[src/rtl/pipe_hazard_ctrl.sv]
// Pipeline hazard controller: load-use detection, branch/jump flush and data-memory stall FSM.
// Optional macro HAZARD_PERF_CNT_EN adds the saturating stall-cycle counter output stall_cnt_o.
module pipe_hazard_ctrl #(
    parameter int MEM_TIMEOUT = 15
) (
    input  logic       clk_i,
    input  logic       rst_i,
    input  logic       IDEX_MemRead_i,
    input  logic [4:0] IDEX_Rt_i,
    input  logic [4:0] IFID_Rs_i,
    input  logic [4:0] IFID_Rt_i,
    input  logic       Branch_i,
    input  logic       Jump_i,
    input  logic       EXMEM_MemRead_i,
    input  logic       EXMEM_MemWrite_i,
    input  logic       mem_ack_i,
    output logic       mem_req_o,
    output logic       PCWrite_o,
    output logic       IFIDWrite_o,
    output logic       IDEXBubble_o,
    output logic       IFFlush_o,
    output logic       PipeStall_o,
    output logic       mem_timeout_o,
`ifdef HAZARD_PERF_CNT_EN
    output logic [15:0] stall_cnt_o,
`endif
    output logic [1:0] state_o
);

    typedef enum logic [1:0] {
        RUN  = 2'd0,
        REQ  = 2'd1,
        DONE = 2'd2,
        ERR  = 2'd3
    } state_t;

    localparam logic [4:0] TIMEOUT_LIMIT = 5'(MEM_TIMEOUT);

    state_t     r_state;
    state_t     w_stateNext;
    logic [3:0] r_waitCnt;
    logic [3:0] w_waitCntNext;
    logic [4:0] w_waitInc;
    logic       r_memTimeout;
    logic       w_memAccess;
    logic       w_stall;
    logic       w_loadUse;

    assign w_memAccess = EXMEM_MemRead_i | EXMEM_MemWrite_i;
    assign w_waitInc   = {1'b0, r_waitCnt} + 5'd1;

    always_ff @(posedge clk_i) begin
        if (rst_i) begin
            r_state      <= RUN;
            r_waitCnt    <= 4'd0;
            r_memTimeout <= 1'b0;
        end else begin
            r_state   <= w_stateNext;
            r_waitCnt <= w_waitCntNext;
            if (w_stateNext == ERR)
                r_memTimeout <= 1'b1;
        end
    end

    // An ack arriving on the timeout cycle still completes the access.
    always_comb begin
        w_stateNext   = r_state;
        w_waitCntNext = 4'd0;
        w_stall       = 1'b0;
        mem_req_o     = 1'b0;
        case (r_state)
            RUN: begin
                if (w_memAccess) begin
                    w_stall     = 1'b1;
                    w_stateNext = REQ;
                end
            end
            REQ: begin
                mem_req_o     = 1'b1;
                w_stall       = 1'b1;
                w_waitCntNext = w_waitInc[3:0];
                if (mem_ack_i)
                    w_stateNext = DONE;
                else if (w_waitInc >= TIMEOUT_LIMIT)
                    w_stateNext = ERR;
            end
            DONE: begin
                w_stateNext = RUN;
            end
            ERR: begin
                w_stall = 1'b1;
            end
            default: begin
                w_stateNext = RUN;
            end
        endcase
        if (rst_i) begin
            mem_req_o = 1'b0;
            w_stall   = 1'b0;
        end
    end

    assign w_loadUse = IDEX_MemRead_i && (IDEX_Rt_i != 5'd0) &&
                       ((IDEX_Rt_i == IFID_Rs_i) || (IDEX_Rt_i == IFID_Rt_i));

    // Priority: memory stall, then load-use bubble, then control-flow flush.
    always_comb begin
        PCWrite_o    = 1'b0;
        IFIDWrite_o  = 1'b0;
        IDEXBubble_o = 1'b0;
        IFFlush_o    = 1'b0;
        if (!rst_i && !w_stall) begin
            if (w_loadUse) begin
                IDEXBubble_o = 1'b1;
            end else begin
                PCWrite_o   = 1'b1;
                IFIDWrite_o = 1'b1;
                IFFlush_o   = Branch_i | Jump_i;
            end
        end
    end

    assign PipeStall_o   = w_stall;
    assign mem_timeout_o = r_memTimeout;
    assign state_o       = r_state;

`ifdef HAZARD_PERF_CNT_EN
    logic [15:0] r_stallCnt;

    always_ff @(posedge clk_i) begin
        if (rst_i)
            r_stallCnt <= 16'd0;
        else if (!PCWrite_o && (r_stallCnt != 16'hFFFF))
            r_stallCnt <= r_stallCnt + 16'd1;
    end

    assign stall_cnt_o = r_stallCnt;
`endif

endmodule

[config.mk]
export PLATFORM = sky130hd
export DESIGN_NAME = pipe_hazard_ctrl
export DESIGN_NICKNAME = d
export VERILOG_FILES = /design/src/rtl/pipe_hazard_ctrl.sv
export SDC_FILE = /design/constraint.sdc
export NUM_CORES = 1
export LEC_CHECK = 0
export ABC_AREA = 0
export CELL_PAD_IN_SITES_DETAIL_PLACEMENT = 0
export CELL_PAD_IN_SITES_GLOBAL_PLACEMENT = 1
export CORE_UTILIZATION = 23
export DETAILED_ROUTE_END_ITERATION = 8
export GPL_TIMING_DRIVEN = 0
export PLACE_DENSITY_LB_ADDON = 0.1
export SLEW_MARGIN = 30
export SYNTH_ARGS = -nofsm -noshare
export SYNTH_HDL_FRONTEND = slang
export SYNTH_SLANG_ARGS = --single-unit
[constraint.sdc]
create_clock -name clk_i -period 2 [get_ports clk_i]
set_clock_uncertainty 0.05 [all_clocks]
set_input_delay 0.4 -clock clk_i [delete_from_list [all_inputs] [get_ports clk_i]]
set_output_delay 0.4 -clock clk_i [all_outputs]
set_load 0.1 [all_outputs]
==> summary.md <==
| Metric | Value |
|---|---|
| Via/cell ratio | between 4 and 5 |
| Max-cap viol count | 0 |
| LEAKAGE | roughly 0.39 nW |
| Root Driver | clkbuf_4 |
| Vias | between 500 and 600 |
| Skew-Pair Late Insertion Delay | between 200 and 300 ps |
| Antenna Nets Post-Route | 0 |
| Mapped Nets | 81 |
| Setup Crit Path Kind | in2out |
| Main synth FF type | dfxtp_1 |
| Max-slew violations | 0 |
| Gate Count Post-Synth | 56 |
| Die area | 2220 um2 |
| Clk slew on worst S/H paths | approximately 50 ps |
| RSZ-0062 raised after global routing | true |
| Buffers on Ports | 31 |
| CP arrival | roughly 1700 ps |
| Largest net degree at the start of global routing | 8 |
| HPWL Detailed | 988 um |
| Comb pwr share | 0.452 |
| GRT Util Overall | 0.119 |
| Area leader, netlist | dfxtp_1 |
| Worst-path fanout max | 3 |
| Vias in the first global route | 462 |
| Non-Filler Instances | 118 |
| Min Hold Slack | 426 ps |
| Sequential share of power | 0.301 |
| Synth async-reset ratio | 0 |
| Yosys reg bits | 7 |
| Clk network pwr share | 0.247 |
| Layout cells sized above 1 | 0.312 |
| CTS H-tree lvls | 1 |
| Power density cells | about 540 nW/um2 |
| Die Ht | ~47 um |
| Top-area cell type share of the netlist area | 0.299 |
| Final Power | slightly above 0.5 mW |
| Placed Instances | approximately 110 |
| Period minus WS final | between 2000 and 2500 ps |
| Initial antenna violation count | 0 |
| CTS Buf Count | 3 |
| Routed len/inst | 10.4 um |
| DRT iter0 DRCs | 2 |
| Req. time, crit path | roughly 1600 ps |
| Worst hold path type | reg2reg |
| Area grow syn2layout | 102% |
| Failing checks | negative setup slack |
| Worst-margin pin slew | a little under 1000 ps |
| Synth top area cells | dfxtp_1 30%, xnor2_1 21%, nor2_1 7.2% |
| First-pass GRT wire length | 1840 um |
| Crit-path cells | buf_8, or4_4, o21a_4, a21oi_4, buf_8, buf_12 |
| Drt total wl | 1230 um |
| Cell area after synthesis | roughly 470 um2 |
| # setup viols final | 4 |
| Sw frac | 0.384 |
| Syn avg cell area | ~8.4 um2 |
| Yosys warning count | 0 |
| CTS tree | yes |
| Post-synth EDFFs | 0 |
| Initial Utilization | 0.258 |
| Maximum VDD drop | approximately 0.33 mV |
| Critical path capture point type | output port |
| Final hold violations | 0 |
| I/O pin count | 32 |
| Die Span X | ~47 um |
| DR DRC count | 0 |
| Top cell by count, worst path | buf_8 |
| Clk sinks | 7 |
| DRT Pass-1 Iters | 4 |
| Slew Limit Headroom | 0.361 |
| Core box area | between 1500 and 2000 um2 |
| Diodes inserted | 0 |
| Setup TNS | -588 ps |
| Worst path bufs/invs | 3 |
| Critical Path Start Type | primary input |
| Commonest cells in the netlist | 11 x xnor2_1, 9 x nor2_1, 7 x dfxtp_1, 4 x inv_1 |
| Final WS setup | -187 ps |
| Fmax achieved | about 0.46 GHz |
| Final net count | 119 |
| CP peak stage delay | roughly 520 ps |
| Internal Pwr Total | 0.315 mW |
| GRT Residual Overflow | 0 |
| Crit path max-delay family | simple AND/OR/NAND/NOR gates |
| Most common cell in the synthesized netlist | xnor2_1 |
| CTS hold repair buffers | 0 |
| Worst slack, placed | -1540 ps |
| Register area share after synthesis | 0.299 |
| Yosys cell types | 23 |
| CP max stage cell | or4_4 |
| Final Cycle Share | 1.09 |
| Cell Rows | 15 |
| GP Congestion | about 0.67 |
| P_sw | 0.196 mW |
| Worst-case clock buffer depth | 2 |
| Status | complete, but fails checks |
==> power groups by stage <==
stage	sequential, mW	clock, mW	combinational, mW
after floorplan	0.190	0	0.108
after global placement	0.156	0	0.221
after detailed placement	0.157	0	0.221
after CTS	0.154	0.134	0.230
after global routing	0.155	0.137	0.245
final	0.154	0.126	0.231
==> cell usage in the layout (no fill, tap or decap), types with 2 or more instances in the layout <==
| cell | netlist | layout |
|---|---|---|
| buf_12 | 0 | 4 |
| buf_2 | 0 | 3 |
| buf_6 | 0 | 2 |
| buf_8 | 0 | 2 |
| clkbuf_4 | 0 | 4 |
| clkdlybuf4s15_1 | 0 | 3 |
| clkdlybuf4s50_1 | 0 | 4 |
| dfxtp_1 | 7 | 5 |
| dlygate4sd2_1 | 0 | 13 |
| ha_1 | 2 | 2 |
| inv_1 | 4 | 3 |
| nand2_1 | 3 | 3 |
| nand3_1 | 3 | 3 |
| nor2_1 | 9 | 8 |
| xnor2_1 | 11 | 10 |
==> state kept, by name (all words and copies together) (netlist names) <==
| name | count |
|---|---|
| mem_timeout_o | 1 |
| r_waitCnt | 4 |
| state_o | 2 |
==> area by class of cell <==
cell class	instances	area [um2]
Sequential cell	7	145
Timing Repair Buffer	33	337
Inverter	4	18.8
Multi-Input combinational cell	44	377
Tap cell	25	31.3
Clock buffer	4	26.3
Buffer	1	15.0
Fill cell	187	871
==> repair_timing <==
item	CTS	global route
endpoints found under the setup margin	9	5
gates resized for setup	92	6
setup buffers	2	0
hold endpoints to repair	0	0
pin swaps	16	1
==> cell families after synthesis <==
family | share of synthesized area
compound gates | 0.171
xor+xnor | 0.224
fa+ha+maj | 0.0533
buf+inv | 0.0480
flops | 0.299
simple gates | 0.205
==> metrics by stage <==
| stage | utilization | cell area [um2] |
|---|---|---|
| after floorplan | - | 513 |
| after global placement | 0.469 | 855 |
| after detailed placement | 0.469 | 855 |
| after CTS | 0.517 | 941 |
| after global routing | 0.522 | 950 |
| final | 0.522 | 950 |
==> metal layers <==
metal | vias up | track usage | wire (um)
li1 | 263 | - | -
met1 | 224 | 0.123 | 496
met3 | 0 | 0.0500 | 91
met5 | - | 0 | 0
met4 | 0 | 0.0171 | 0
met2 | 19 | 0.225 | 641
==> worst paths after layout <==
| path | startpoint | to | slack (ps) | cells after the start |
|---|---|---|---|---|
| setup / recovery | IDEX_Rt_i[2] | PCWrite_o | -190 | 6 |
| hold reg to reg | r_waitCnt[0]$_SDFF_PN0_ | r_waitCnt[0]$_SDFF_PN0_ | 430 | 1 |
| setup reg to reg | r_waitCnt[0]$_SDFF_PN0_ | mem_timeout_o$_SDFFE_PP0N_ | 580 | 6 |
| hold / removal | r_waitCnt[0]$_SDFF_PN0_ | r_waitCnt[0]$_SDFF_PN0_ | 430 | 1 |
==> worst reg2reg max path, cell delays in order, from the launching register on <==
cell and delay (ps):
dfxtp_1 380, inv_1 60, ha_1 300, nor2_1 80, o21ai_0 90, o31a_1 270, o22ai_1 110
No activity file was read; power rests on OpenSTA's default activity.
